## config.mk

```make
export PLATFORM = sky130hd
export DESIGN_NAME = booth_multiplier_param
export DESIGN_NICKNAME = d
export VERILOG_FILES = /design/src/rtl/booth_multiplier_param.sv
export SDC_FILE = /design/constraint.sdc
export NUM_CORES = 1
export LEC_CHECK = 0
export CORE_MARGIN = 8
export CORE_UTILIZATION = 30
export CTS_CLUSTER_SIZE = 24
export DETAILED_ROUTE_END_ITERATION = 7
export GPL_ROUTABILITY_DRIVEN = 0
export MAX_ROUTING_LAYER = met4
export SETUP_SLACK_MARGIN = 0.15
export SLEW_MARGIN = 10
export SYNTH_ARGS = -nofsm -noshare
export SYNTH_HDL_FRONTEND = slang
export SYNTH_SLANG_ARGS = --single-unit
export TNS_END_PERCENT = 20
```

## constraint.sdc

```tcl
create_clock -name clk -period 6 [get_ports clk]
set_clock_uncertainty 0.2 [all_clocks]
set_input_delay 1.8 -clock clk [delete_from_list [all_inputs] [get_ports clk]]
set_output_delay 1.8 -clock clk [all_outputs]
set_load 0.1 [all_outputs]
```

## src/rtl/booth_multiplier_param.sv

```systemverilog
// Sequential radix-2 Booth multiplier: serial operand load, one Booth step per clock,
// 2*WIDTH product returned over the WIDTH-bit bus as a high beat then a low beat.
module booth_multiplier_param #(
    parameter int WIDTH = 8,
    parameter int CNT_W = $clog2(WIDTH + 2)
) (
    input  logic             clk,
    input  logic             rst,
    input  logic             start,
    input  logic             signed_mode,
    input  logic [WIDTH-1:0] data_in,
    output logic             busy,
    output logic             done,
    output logic             out_hi,
    output logic [WIDTH-1:0] data_out
);

    typedef enum logic [2:0] {IDLE, LOAD_Q, STEP, OUT_HI, OUT_LO} state_t;

    state_t           state_q, state_d;
    logic [WIDTH:0]   m_q, m_d, a_q, a_d, q_q, q_d;
    logic             qm1_q, qm1_d, sgn_q, sgn_d;
    logic [CNT_W-1:0] cnt_q, cnt_d;
    logic             busy_q, busy_d, done_q, done_d, hi_q, hi_d;
    logic [WIDTH-1:0] dout_q, dout_d;

    logic [WIDTH:0]     a_sum;
    logic [2*WIDTH+2:0] shr;

    // One Booth step: add/sub on the WIDTH+1 bit accumulator, then arithmetic shift of {A,Q,q-1}.
    always_comb begin
        case ({q_q[0], qm1_q})
            2'b10:   a_sum = a_q - m_q;
            2'b01:   a_sum = a_q + m_q;
            default: a_sum = a_q;
        endcase
        shr = {a_sum[WIDTH], a_sum, q_q};
    end

    always_comb begin
        state_d = state_q;
        m_d     = m_q;
        a_d     = a_q;
        q_d     = q_q;
        qm1_d   = qm1_q;
        sgn_d   = sgn_q;
        cnt_d   = cnt_q;
        case (state_q)
            IDLE: begin
                if (start) begin
                    m_d     = {signed_mode & data_in[WIDTH-1], data_in};
                    sgn_d   = signed_mode;
                    state_d = LOAD_Q;
                end
            end
            LOAD_Q: begin
                q_d     = {sgn_q & data_in[WIDTH-1], data_in};
                a_d     = '0;
                qm1_d   = 1'b0;
                cnt_d   = CNT_W'(WIDTH + 1);
                state_d = STEP;
            end
            STEP: begin
                a_d   = shr[2*WIDTH+2:WIDTH+2];
                q_d   = shr[WIDTH+1:1];
                qm1_d = shr[0];
                cnt_d = cnt_q - CNT_W'(1);
                if (cnt_q == CNT_W'(1)) state_d = OUT_HI;
            end
            OUT_HI:  state_d = OUT_LO;
            OUT_LO:  state_d = IDLE;
            default: state_d = IDLE;
        endcase

        // Outputs are registered from the next state so each beat lines up with its state.
        busy_d = (state_d != IDLE);
        done_d = (state_d == OUT_HI) || (state_d == OUT_LO);
        hi_d   = (state_d == OUT_HI);
        case (state_d)
            OUT_HI:  dout_d = {a_d[WIDTH-2:0], q_d[WIDTH]};
            OUT_LO:  dout_d = q_d[WIDTH-1:0];
            default: dout_d = '0;
        endcase
    end

    always_ff @(posedge clk) begin
        if (rst) begin
            state_q <= IDLE;
            m_q     <= '0;
            a_q     <= '0;
            q_q     <= '0;
            qm1_q   <= 1'b0;
            sgn_q   <= 1'b0;
            cnt_q   <= '0;
            busy_q  <= 1'b0;
            done_q  <= 1'b0;
            hi_q    <= 1'b0;
            dout_q  <= '0;
        end else begin
            state_q <= state_d;
            m_q     <= m_d;
            a_q     <= a_d;
            q_q     <= q_d;
            qm1_q   <= qm1_d;
            sgn_q   <= sgn_d;
            cnt_q   <= cnt_d;
            busy_q  <= busy_d;
            done_q  <= done_d;
            hi_q    <= hi_d;
            dout_q  <= dout_d;
        end
    end

    assign busy     = busy_q;
    assign done     = done_q;
    assign out_hi   = hi_q;
    assign data_out = dout_q;

endmodule

```

; Word level (Yosys, flattened, before mapping)
; Cells that the tools add are included.
[word_totals]
elab_cells = 39
register_bits = 47
[op_classes]
n_mux = 9
n_reduce_logical = 5
bitwise_logic = 2
eq_ne = 8
addsub = 3
[ops]
columns = operator, count
row1 = case mux 9 bit (2 select lines), 3
row2 = case mux 8 bit (2 select lines), 1
row3 = case mux 3 bit (4 select lines), 1
row4 = adder 9 bit, 1
row5 = == test 3 x 2 -> 1 bit (second input constant), 3
row6 = subtractor 9 bit, 1
row7 = case mux 4 bit (2 select lines), 1
row8 = 2-to-1 mux 3 bit, 2
row9 = == test 4 x 1 -> 1 bit (second input constant), 1
row10 = subtractor 4 x 1 -> 4 bit (second input constant), 1
row11 = == test 3 x 1 -> 1 bit (second input constant), 1
row12 = == test 3 bit (second input constant), 1
row13 = logical NOT 3 bit, 1
row14 = nonzero test 3 bit, 1
row15 = AND 1 bit, 2
row16 = == test 2 x 1 -> 1 bit (second input constant), 1
row17 = == test 2 bit (second input constant), 1
row18 = case mux 1 bit (2 select lines), 1
row19 = AND reduction 2 bit, 1
row20 = nonzero test 2 bit, 1
row21 = logical OR 1 bit, 1

; Longest topological paths before layout
; Gate-level depths: netlist of run 1.
[logic_depth]
depth_word = 5
ltp_mapped = 11

; Least setup slack after synthesis of run 1
; OpenSTA, ideal clock, no wires.
[synth_path]
kind = flip-flop to flip-flop
startpoint = register q_q[0]
endpoint = register a_q[7]
t_required_ns = 5.679
arrival_ns = 2.629
stages_incl_launch_ff = 11
setup_slack_ns = 3.050
synth_period_minus_slack_ns = 2.950
cell_sequence = dfxtp_1 > inv_1 > ha_1 > clkbuf_1 > mux2_2 > fa_1 > a211oi_1 > o211ai_1 > a22o_1 > a21oi_1 > mux2_2
[synth_between]
elab_chain_len = 3
[synth_rtl]
columns = element, line_no
row1 = "start, declared", 21  ; logic [WIDTH:0] m_q, m_d, a_q, a_d, q_q, q_d;
row2 = "start signal, assigned", 103  ; q_q <= q_d;
row3 = == test 2 x 1 -> 1 bit or == test 2 bit (tied branches), 32  ; case ({q_q[0], qm1_q})
row4 = case mux 9 bit (2 select lines) *, 32
row5 = case mux 9 bit (2 select lines) *, 48  ; case (state_q)
row6 = "end signal, assigned", 90  ; a_q <= '0;
row7 = "end signal, assigned", 102  ; a_q <= a_d;
row8 = "end, declared", 21
; Mark *: on every way between the ends. The rest lies on a longest branch, timed or not.
; A chain may end at the register's enable or synchronous reset.

; Final worst setup path of run 1
[layout_path]
startpoint = register dout_q[7], in the netlist data_out[7]
endpoint = output data_out[7]
[layout_lines]
columns = element, line_no
row1 = "start, declared", 25  ; logic [WIDTH-1:0] dout_q, dout_d;
row2 = "start signal, assigned", 110  ; dout_q <= dout_d;
row3 = "end, declared", 15  ; output logic [WIDTH-1:0] data_out
; No word-level cell between the ends.

==> impl_metrics.toml, run 1 <==
[run_status]
outcome = "finished clean"

[clock_tree]
cts_made_buffers = 5
path_clk_slew_ns = 0.09
clockBufferDepth = 2
cts_resized = 0
numClockSinks = 46
cts_setup_buffers = 0
clk_latency_ns = 0.30
h-tree-depth = 2
cts_tree = "built"
hold_buffers = 0
cts_root_buf = "clkbuf_8"

[pwr]
netSwitchingPower_w = 0.000238
finalPower_w = 0.000759
internal_power_w = 0.000521
p_per_area_mw_per_mm2 = 268
leakage_nw = 1.09
combPwrFrac_pct = 24.2
sw_frac_of_total_pct = 31.4
pwr-share-clk_pct = 30.1
ir_drop_mv = 0.128
p_seq_share_pct = 45.7

[worst_setup_path]
criticalPathCategory = "reg2out"
worst_ep_arrival_time_ns = 1.78
worst-path-buf-inv = 1
cp_top_family = "buffers and inverters"
end_kind = "primary output"
cp_slowest_cell = "clkdlybuf4s50_1"
slowest_delay_ns = 1.14
crit_fanout = 1
start_kind = "register"
cp_cell_sequence = "clkdlybuf4s50_1"
crit_required_ns = 4.00
reg2reg_slack_ns = 2.72

[global_routing]
grt_pass1_vias = 2105
antenna_found_initial = 0
overflow = 0
grt_max_degree = 40
grtUsageTotal_pct = 12.1
grt_pass1_wl_um = 10800

[logic_synthesis]
ys_seq_area_share_pct = 37.6
ys_ff_latch = 46
ys_warn_count = 0
synth.top_cell.area_share_pct = 37.6
synth_area_leader_cell = "dfxtp_1"
syn-num-nets = 320
ys_async_sr_fraction_pct = 0
syn_area_mm2 = 0.00245
synthCells = 295
synth_flop_cell = "dfxtp_1"
synth-edff-count = 0
synth.avg_cell_area_um2 = 8.30
ys_types = 50
synth_area_leaders = "dfxtp_1 (38%), ha_1 (6.1%), nor2_1 (5.4%)"

[floorplanning]
num_rows = 33
core_area_mm2 = 0.00805
start_util_pct = 30.4
fp.dieH_um = 106
design.die.area_mm2 = 0.0113
dieWidth_um = 106
io_pins = 23

[route]
routed_via_density = 5.32
dr.pass1.iters = 4
wl_per_cell_um = 15.7
drt_iter0_markers = 150
drcViolationCount = 0
vias = 2193
wl_um = 6480
ant_nets = 0

[sta]
rsz0062_at_grt = "no"
timing.final.crit_share_pct = 62.9
fmax_mhz = 265
slew_viol_final = 0
finalCriticalPeriod_ns = 3.78
slew_headroom_pct = 30.5
setup_tns_ns = 0
setup_viol = 0
finalHoldViolations = 0
worst_slew_pin_slew_ns = 1.04

[finish]
fin_nets = 331
layout_commonest_cell = "dfxtp_1"
layout_common_cells = "dfxtp_1 (46), nor2_1 (35), nand2_1 (26)"
final_util_pct = 35.2
multiInputGateArea_mm2 = 0.00140
n_fill_cell = 846
regArea_um2 = 921
layout-drive-gt1-share_pct = 5.21
antenna_cells = 0
syn2layout_area_growth_pct = 15.8

[placement]
place_hpwl_um = 4650
io_buffers = 22

[worst_hold_path]
hold_path.class = "reg2reg"

[job]
maxCapViolCount = 0
state kept, by name, summed over array words and instances (netlist names):
name	cells
q_q	9
qm1_q	1
m_q	9
done	1
cnt_q	4
data_out	8
busy	1
state_q	3
out_hi	1
a_q	8
sgn_q	1
power groups by stage:
| stage | combinational [W] | clock [W] | sequential, W |
|---|---|---|---|
| CTS | 0.000183 | 0.000235 | 0.000347 |
| detailed placement | 0.000182 | 0 | 0.000354 |
| finish | 0.000184 | 0.000228 | 0.000347 |
| floorplan | 0.000131 | 0 | 0.000357 |
| global route | 0.000205 | 0.000247 | 0.000350 |
| global placement | 0.000180 | 0 | 0.000353 |
worst paths after layout:
kind / startpoint / to / cells after the start
worst min register to register: sgn_q / sgn_q / 2
worst max-delay path: data_out[7] / data_out[7] / 1
worst min-delay path: sgn_q / sgn_q / 2
worst max register to register: q_q[0] / a_q[7] / 9
worst reg2reg max path: stages, from the launching register on:
cell	delay, ns
dfxtp_1	0.33
inv_1	0.06
ha_1	0.36
mux2_2	0.43
fa_1	0.46
a211oi_1	0.40
o211ai_1	0.20
a22o_1	0.23
a21oi_1	0.16
mux2_2	0.35
final cells by class:
class,count,area share [%]
flip-flops and latches,46,32.5
multi-input cells,217,49.3
inverters,13,1.72
well taps,105,4.63
clock buffers,5,2.43
clock inverters,3,1.41
repair buffers,23,8.03
routing by layer:
metal  share of wire (%)  vias to the layer above  track usage [%]
met1                  48                     1048             15.9
met4                 1.3                        0             2.71
met5                   0                        -                -
met3                 3.4                        8             3.02
li1                    -                     1095                -
met2                  48                       42             18.4
cell usage after synthesis (5+ instances only):
cell,n
ha_1,12
a21oi_1,23
a211oi_1,5
nor3_1,9
clkbuf_1,16
nor2_1,35
inv_1,13
xor2_1,6
dfxtp_1,46
nand3_1,5
o22a_1,9
nor3b_1,5
o21ai_0,10
a22oi_1,5
o22ai_1,7
a32oi_1,6
nand2_1,26
cell families after synthesis:
kind of cell,synth area share [%]
compound gates,24.5
xor+xnor,3.58
fa+ha+maj,6.95
buf+inv,5.31
flops,37.6
mux,1.84
simple gates,20.2
through the flow:
step / setup slack, ns / instance area [µm²] / hold slack (ns) / instances
after CTS: 2.21 / 2840 / 0.279 / 412
final: 2.22 / 2840 / 0.279 / 412
after detailed placement: 2.19 / 2730 / 0.268 / 404
after floorplan: 3.05 / 2450 / 0.237 / 295
after global placement: 2.20 / 2730 / 0.252 / 404
after global routing: 2.17 / 2840 / 0.309 / 412
(Power assumes the default switching activity.)
==> inputs of run 2 (changes only) <==
==> constraint.sdc (replaced) <==
create_clock -name clk -period 3.6 [get_ports clk]
set_clock_uncertainty 0.2 [all_clocks]
set_input_delay 1.08 -clock clk [delete_from_list [all_inputs] [get_ports clk]]
set_output_delay 1.08 -clock clk [all_outputs]
set_load 0.1 [all_outputs]
==> run 2 against run 1 <==
Setup slack lost 1.6 ns. Final cell count grew 0.97%. First-iteration DRC count grew 0.67%. Total power grew 69%. Sequential cell count is the same. Non-clock buffer count grew 4. Clock power grew 72%. Largest power group unchanged.
==> impl_metrics.toml, run 2 (synthesis gave the netlist of run 1 again) <==
[run_status]
outcome = "finished clean"

[clock_tree]
cts_setup_buffers = 0
hold_buffers = 0
numClockSinks = 46
cts_root_buf = "clkbuf_8"
h-tree-depth = 2
clk_latency_ns = 0.30
cts_made_buffers = 5
cts_resized = 0
cts_tree = "built"
path_clk_slew_ns = 0.10
clockBufferDepth = 2

[sta]
fmax_mhz = 331
rsz0062_at_grt = "no"
timing.final.crit_share_pct = 84.0
slew_viol_final = 0
finalCriticalPeriod_ns = 3.02
finalHoldViolations = 0
fin_hold_ws_ns = 0.288
setup_tns_ns = 0
setup_viol = 0
slew_headroom_pct = 24.3
worst_slew_pin_slew_ns = 1.13

[global_routing]
grtUsageTotal_pct = 12.1
grt_pass1_vias = 2073
grt_pass1_wl_um = 10700
antenna_found_initial = 0
overflow = 0
grt_max_degree = 24

[worst_setup_path]
slowest_delay_ns = 0.45
rr_worst_depth = 9
timing.rr.end = "a_q[7]"
end_kind = "register"
worst_ep_arrival_time_ns = 3.03
r2r_start = "q_q[0]"
cp_slowest_cell = "fa_1"
cp_cell_sequence = "inv_1 > ha_1 > mux2_2 > fa_1 > a211oi_1 > o211ai_1 > a22o_1 > a21oi_1 > mux2_2"
reg2reg_slack_ns = 0.58
crit_top_cell = "mux2_2"
criticalPathCategory = "reg2reg"
crit_required_ns = 3.60
crit_fanout = 9
start_kind = "register"

[floorplanning]
start_util_pct = 30.4
num_rows = 33
design.die.area_mm2 = 0.0113
fp.dieH_um = 106
core_area_mm2 = 0.00805
io_pins = 23
dieWidth_um = 106

[finish]
layout_common_cells = "dfxtp_1 (46), nor2_1 (35), nand2_1 (26)"
layout-drive-gt1-share_pct = 9.65
antenna_cells = 0
layout_commonest_cell = "dfxtp_1"
fin_nets = 335
reg_top3 = "m_q (9), q_q (9)"
syn2layout_area_growth_pct = 15.9

[worst_hold_path]
min_from = "sgn_q"
hold_path.class = "reg2reg"
hold_depth = 2
hold_end = "sgn_q"

[placement]
io_buffers = 22
place_hpwl_um = 4900

[route]
vias = 2220
routed_via_density = 5.34
drcViolationCount = 0
drt_iter0_markers = 151
wl_per_cell_um = 16.0
wl_um = 6680
dr.pass1.iters = 4
ant_nets = 0

[pwr]
p_per_area_mw_per_mm2 = 452
leakage_nw = 1.12
ir_drop_mv = 0.219

[job]
maxCapViolCount = 0
==> run 2: layout make-up <==
class / instances / area (µm²)
Fill cell: 855 / 5210
Tap cell: 105 / 131
Multi-Input combinational cell: 217 / 1400
Sequential cell: 46 / 921
Inverter: 13 / 48.8
Timing Repair Buffer: 27 / 230
Clock buffer: 6 / 72.6
Clock inverter: 2 / 37.5
==> run 2: power by group <==
| part | switching (W) | leakage, nW | internal [W] |
|---|---|---|---|
| clock | 0.000185 | 0.0514 | 0.000207 |
| sequential | 0.0000302 | 0.375 | 0.000541 |
| combinational | 0.000195 | 0.698 | 0.000124 |
==> run 2: how the worst max path moves through the flow <==
| stage | startpoint | endpoint | slack [ns] | depth (start not counted) |
|---|---|---|---|---|
| 3_5_place_dp | q_q[0] | a_q[7] | 0.55 | 9 |
| 3_3_place_gp | q_q[0] | a_q[7] | 0.62 | 9 |
| 5_1_grt | q_q[0] | a_q[7] | 0.39 | 9 |
| 2_1_floorplan | q_q[0] | a_q[7] | 0.65 | 10 |
| 6_report | q_q[0] | a_q[7] | 0.58 | 9 |
| 4_1_cts | q_q[0] | a_q[7] | 0.56 | 9 |
==> run 2: critical path: cells and delay by family (launching register included) <==
kind	cells	cell delay, ns
buf+inv	1	0.06
compound gates	4	0.82
fa+ha+maj	2	0.77
mux	2	0.74
flops	1	0.33
==> run 2: per-stage QoR <==
stage | setup WS, ns | instances | total power, W | utilization [%] | cell area (µm²)
6_report | 0.576 | 416 | 0.00128 | 35.3 | 2840
5_1_grt | 0.387 | 416 | 0.00135 | 35.3 | 2840
4_1_cts | 0.561 | 416 | 0.00129 | 35.3 | 2840
3_5_place_dp | 0.553 | 408 | 0.000897 | 33.9 | 2730
3_3_place_gp | 0.618 | 408 | 0.000895 | 33.9 | 2730
2_1_floorplan | 0.650 | 295 | 0.000814 | - | 2450
==> run 2: routing by layer <==
metal | GRT usage, % | vias to the layer above | wire, µm | share of wire [%]
li1 | - | 1094 | - | -
met1 | 15.5 | 1051 | 3090 | 46
met2 | 18.1 | 65 | 3090 | 46
met3 | 2.54 | 10 | 347 | 5.2
met4 | 4.72 | 0 | 145 | 2.2
met5 | - | - | 0 | 0
==> inputs of run 3 (changes only) <==
==> constraint.sdc (replaced) <==
create_clock -name clk -period 3 [get_ports clk]
set_clock_uncertainty 0.2 [all_clocks]
set_input_delay 0.9 -clock clk [delete_from_list [all_inputs] [get_ports clk]]
set_output_delay 0.9 -clock clk [all_outputs]
set_load 0.1 [all_outputs]
==> run 3 against run 2 <==
Maximum frequency rose by 8.6%. Sequential cell count unchanged. Sequential power up 21%. Routed wire length increased by 0.58%. Critical path depth grew 2. First-iteration DRC count increased by 13%. Sequential share of layout area is 1.1 points lower. Global-route usage shrank 0.27 points.
==> impl_metrics.toml, run 3 (synthesis gave the netlist of run 1 again) <==
[run_status]
outcome = "finished clean"

[global_routing]
grtUsageTotal_pct = 11.8
grt_pass1_wl_um = 10600
grt_pass1_vias = 2021
overflow = 0
grt_max_degree = 25
antenna_found_initial = 0

[worst_setup_path]
r2r_start = "q_q[0]"
end_kind = "register"
worstSetupPathDepth = 11
worst_ep_arrival_time_ns = 2.78
crit_required_ns = 3.00
crit_fanout = 8
timing.rr.end = "a_q[7]"
crit_top_cell = "ha_1"
critPathLaunch = "q_q[0]"
cp_slowest_cell = "dfxtp_2"
worst-path-buf-inv = 2
reg2reg_slack_ns = 0.22
criticalPathCategory = "reg2reg"
cp_cell_sequence = "inv_1 > ha_1 > buf_4 > nor2_1 > xor2_1 > ha_1 > o21ai_2 > o211ai_1 > a22o_1 > a21oi_1 > mux2_2"
rr_worst_depth = 11
slowest_delay_ns = 0.35
cp-endpoint = "a_q[7]"
start_kind = "register"
cp_top_family = "compound AO/OA/AOI/OAI gates"

[sta]
fmax_mhz = 359
setup_tns_ns = 0
finalCriticalPeriod_ns = 2.78
finalHoldViolations = 0
setup_viol = 0
rsz0062_at_grt = "yes"
slew_viol_final = 0
slew_headroom_pct = 47.7
timing.final.crit_share_pct = 92.8
worst_slew_pin_slew_ns = 0.784

[clock_tree]
numClockSinks = 46
hold_buffers = 0
path_clk_slew_ns = 0.09
clk_latency_ns = 0.30
cts_root_buf = "clkbuf_8"
clockBufferDepth = 2
cts_tree = "built"
h-tree-depth = 2
cts_made_buffers = 5

[route]
ant_nets = 0
drt_iter0_markers = 171
routed_via_density = 5.24
wl_um = 6720
topRoutingLayerUsed = "met4"
dr_wl_met2_um = 3240
drt-met1-wl_um = 3200
dr.pass1.iters = 4
drcViolationCount = 0
wl_met3_um = 197
wl_per_cell_um = 15.7
vias = 2236

[placement]
place_hpwl_um = 4870
io_buffers = 22

[floorplanning]
dieWidth_um = 106
design.die.area_mm2 = 0.0113
io_pins = 23
start_util_pct = 30.4
num_rows = 33
core_area_mm2 = 0.00805
fp.dieH_um = 106

[finish]
syn2layout_area_growth_pct = 20.4
layout_common_cells = "dfxtp_1 (43), nor2_1 (35), buf_4 (27)"
layout_commonest_cell = "dfxtp_1"
n_fill_cell = 833
fin_nets = 346
antenna_cells = 0
layout-drive-gt1-share_pct = 15.8
multiInputGateArea_mm2 = 0.00144
final_util_pct = 36.6
reg_top3 = "m_q (9), q_q (9)"
regArea_um2 = 925

[pwr]
p_per_area_mw_per_mm2 = 513
leakage_nw = 1.19
finalPower_w = 0.00151
ir_drop_mv = 0.336

[worst_hold_path]
hold_path.class = "reg2reg"

[job]
maxCapViolCount = 0
## run 3: changes by cell type in the layout (fill, tap and decap cells not counted), moves of 2 or more
| cell | previous run | this run |
|---|---|---|
| dfxtp_2 | 0 | 3 |
| o21ai_0 | 10 | 8 |
| dfxtp_1 | 46 | 43 |
| buf_4 | 16 | 27 |
| nor3b_1 | 5 | 3 |
## run 3: worst min path at each step
stage | from | end | slack, ns | cells past startpoint
2_1_floorplan | sgn_q | sgn_q | 0.24 | 2
3_3_place_gp | sgn_q | sgn_q | 0.25 | 2
3_5_place_dp | sgn_q | sgn_q | 0.26 | 2
4_1_cts | sgn_q | sgn_q | 0.27 | 2
5_1_grt | m_q[1] | m_q[1] | 0.30 | 2
6_report | sgn_q | sgn_q | 0.27 | 2
## run 3: layout make-up
class / instances / area share (%)
clock inverter: 1 / 0.297
timing repair buffer: 38 / 10.6
sequential: 46 / 31.4
inverter: 13 / 1.65
tap: 105 / 4.45
multi-input combinational: 217 / 48.7
clock buffer: 7 / 2.93
## run 3: per-stage QoR
stage	hold WS [ns]	setup WS [ns]	instance area, µm²	instances
finish	0.271	0.216	2950	427
CTS	0.269	0.156	2900	425
detailed placement	0.258	0.0965	2790	416
floorplan	0.237	0.200	2450	295
global placement	0.247	0.181	2790	416
global route	0.298	0.116	2950	427
## run 3: power by group
part / leakage (nW) / total [W] / switching [W] / internal [W]
registers: 0.376 / 0.000693 / 0.0000423 / 0.000650
clock network: 0.0489 / 0.000410 / 0.000219 / 0.000191
logic: 0.763 / 0.000410 / 0.000236 / 0.000174
total: 1.19 / 0.00151 / 0.000498 / 0.00101
## run 3: worst register-to-register path, cell delays in order, from the launching register on
cell      delay [ns]
dfxtp_2         0.35
inv_1           0.04
ha_1            0.21
buf_4           0.17
nor2_1          0.12
xor2_1          0.25
ha_1            0.33
o21ai_2         0.16
o211ai_1        0.13
a22o_1          0.21
a21oi_1         0.16
mux2_2          0.35
## run 3: repair_timing
| item | CTS | global route |
|---|---|---|
| buffers inserted | 1 | 2 |
| cloned | 0 | 0 |
| pin swaps | 1 | 5 |
| endpoints found under the setup margin | 1 | 7 |
| gates resized for setup | 3 | 9 |
| hold endpoints to repair | 0 | 0 |
## run 3: metal layers
layer	vias up	track usage, %
li1	1121	-
met1	1075	15.8
met2	33	17.9
met3	7	2.24
met4	0	2.81
met5	-	-
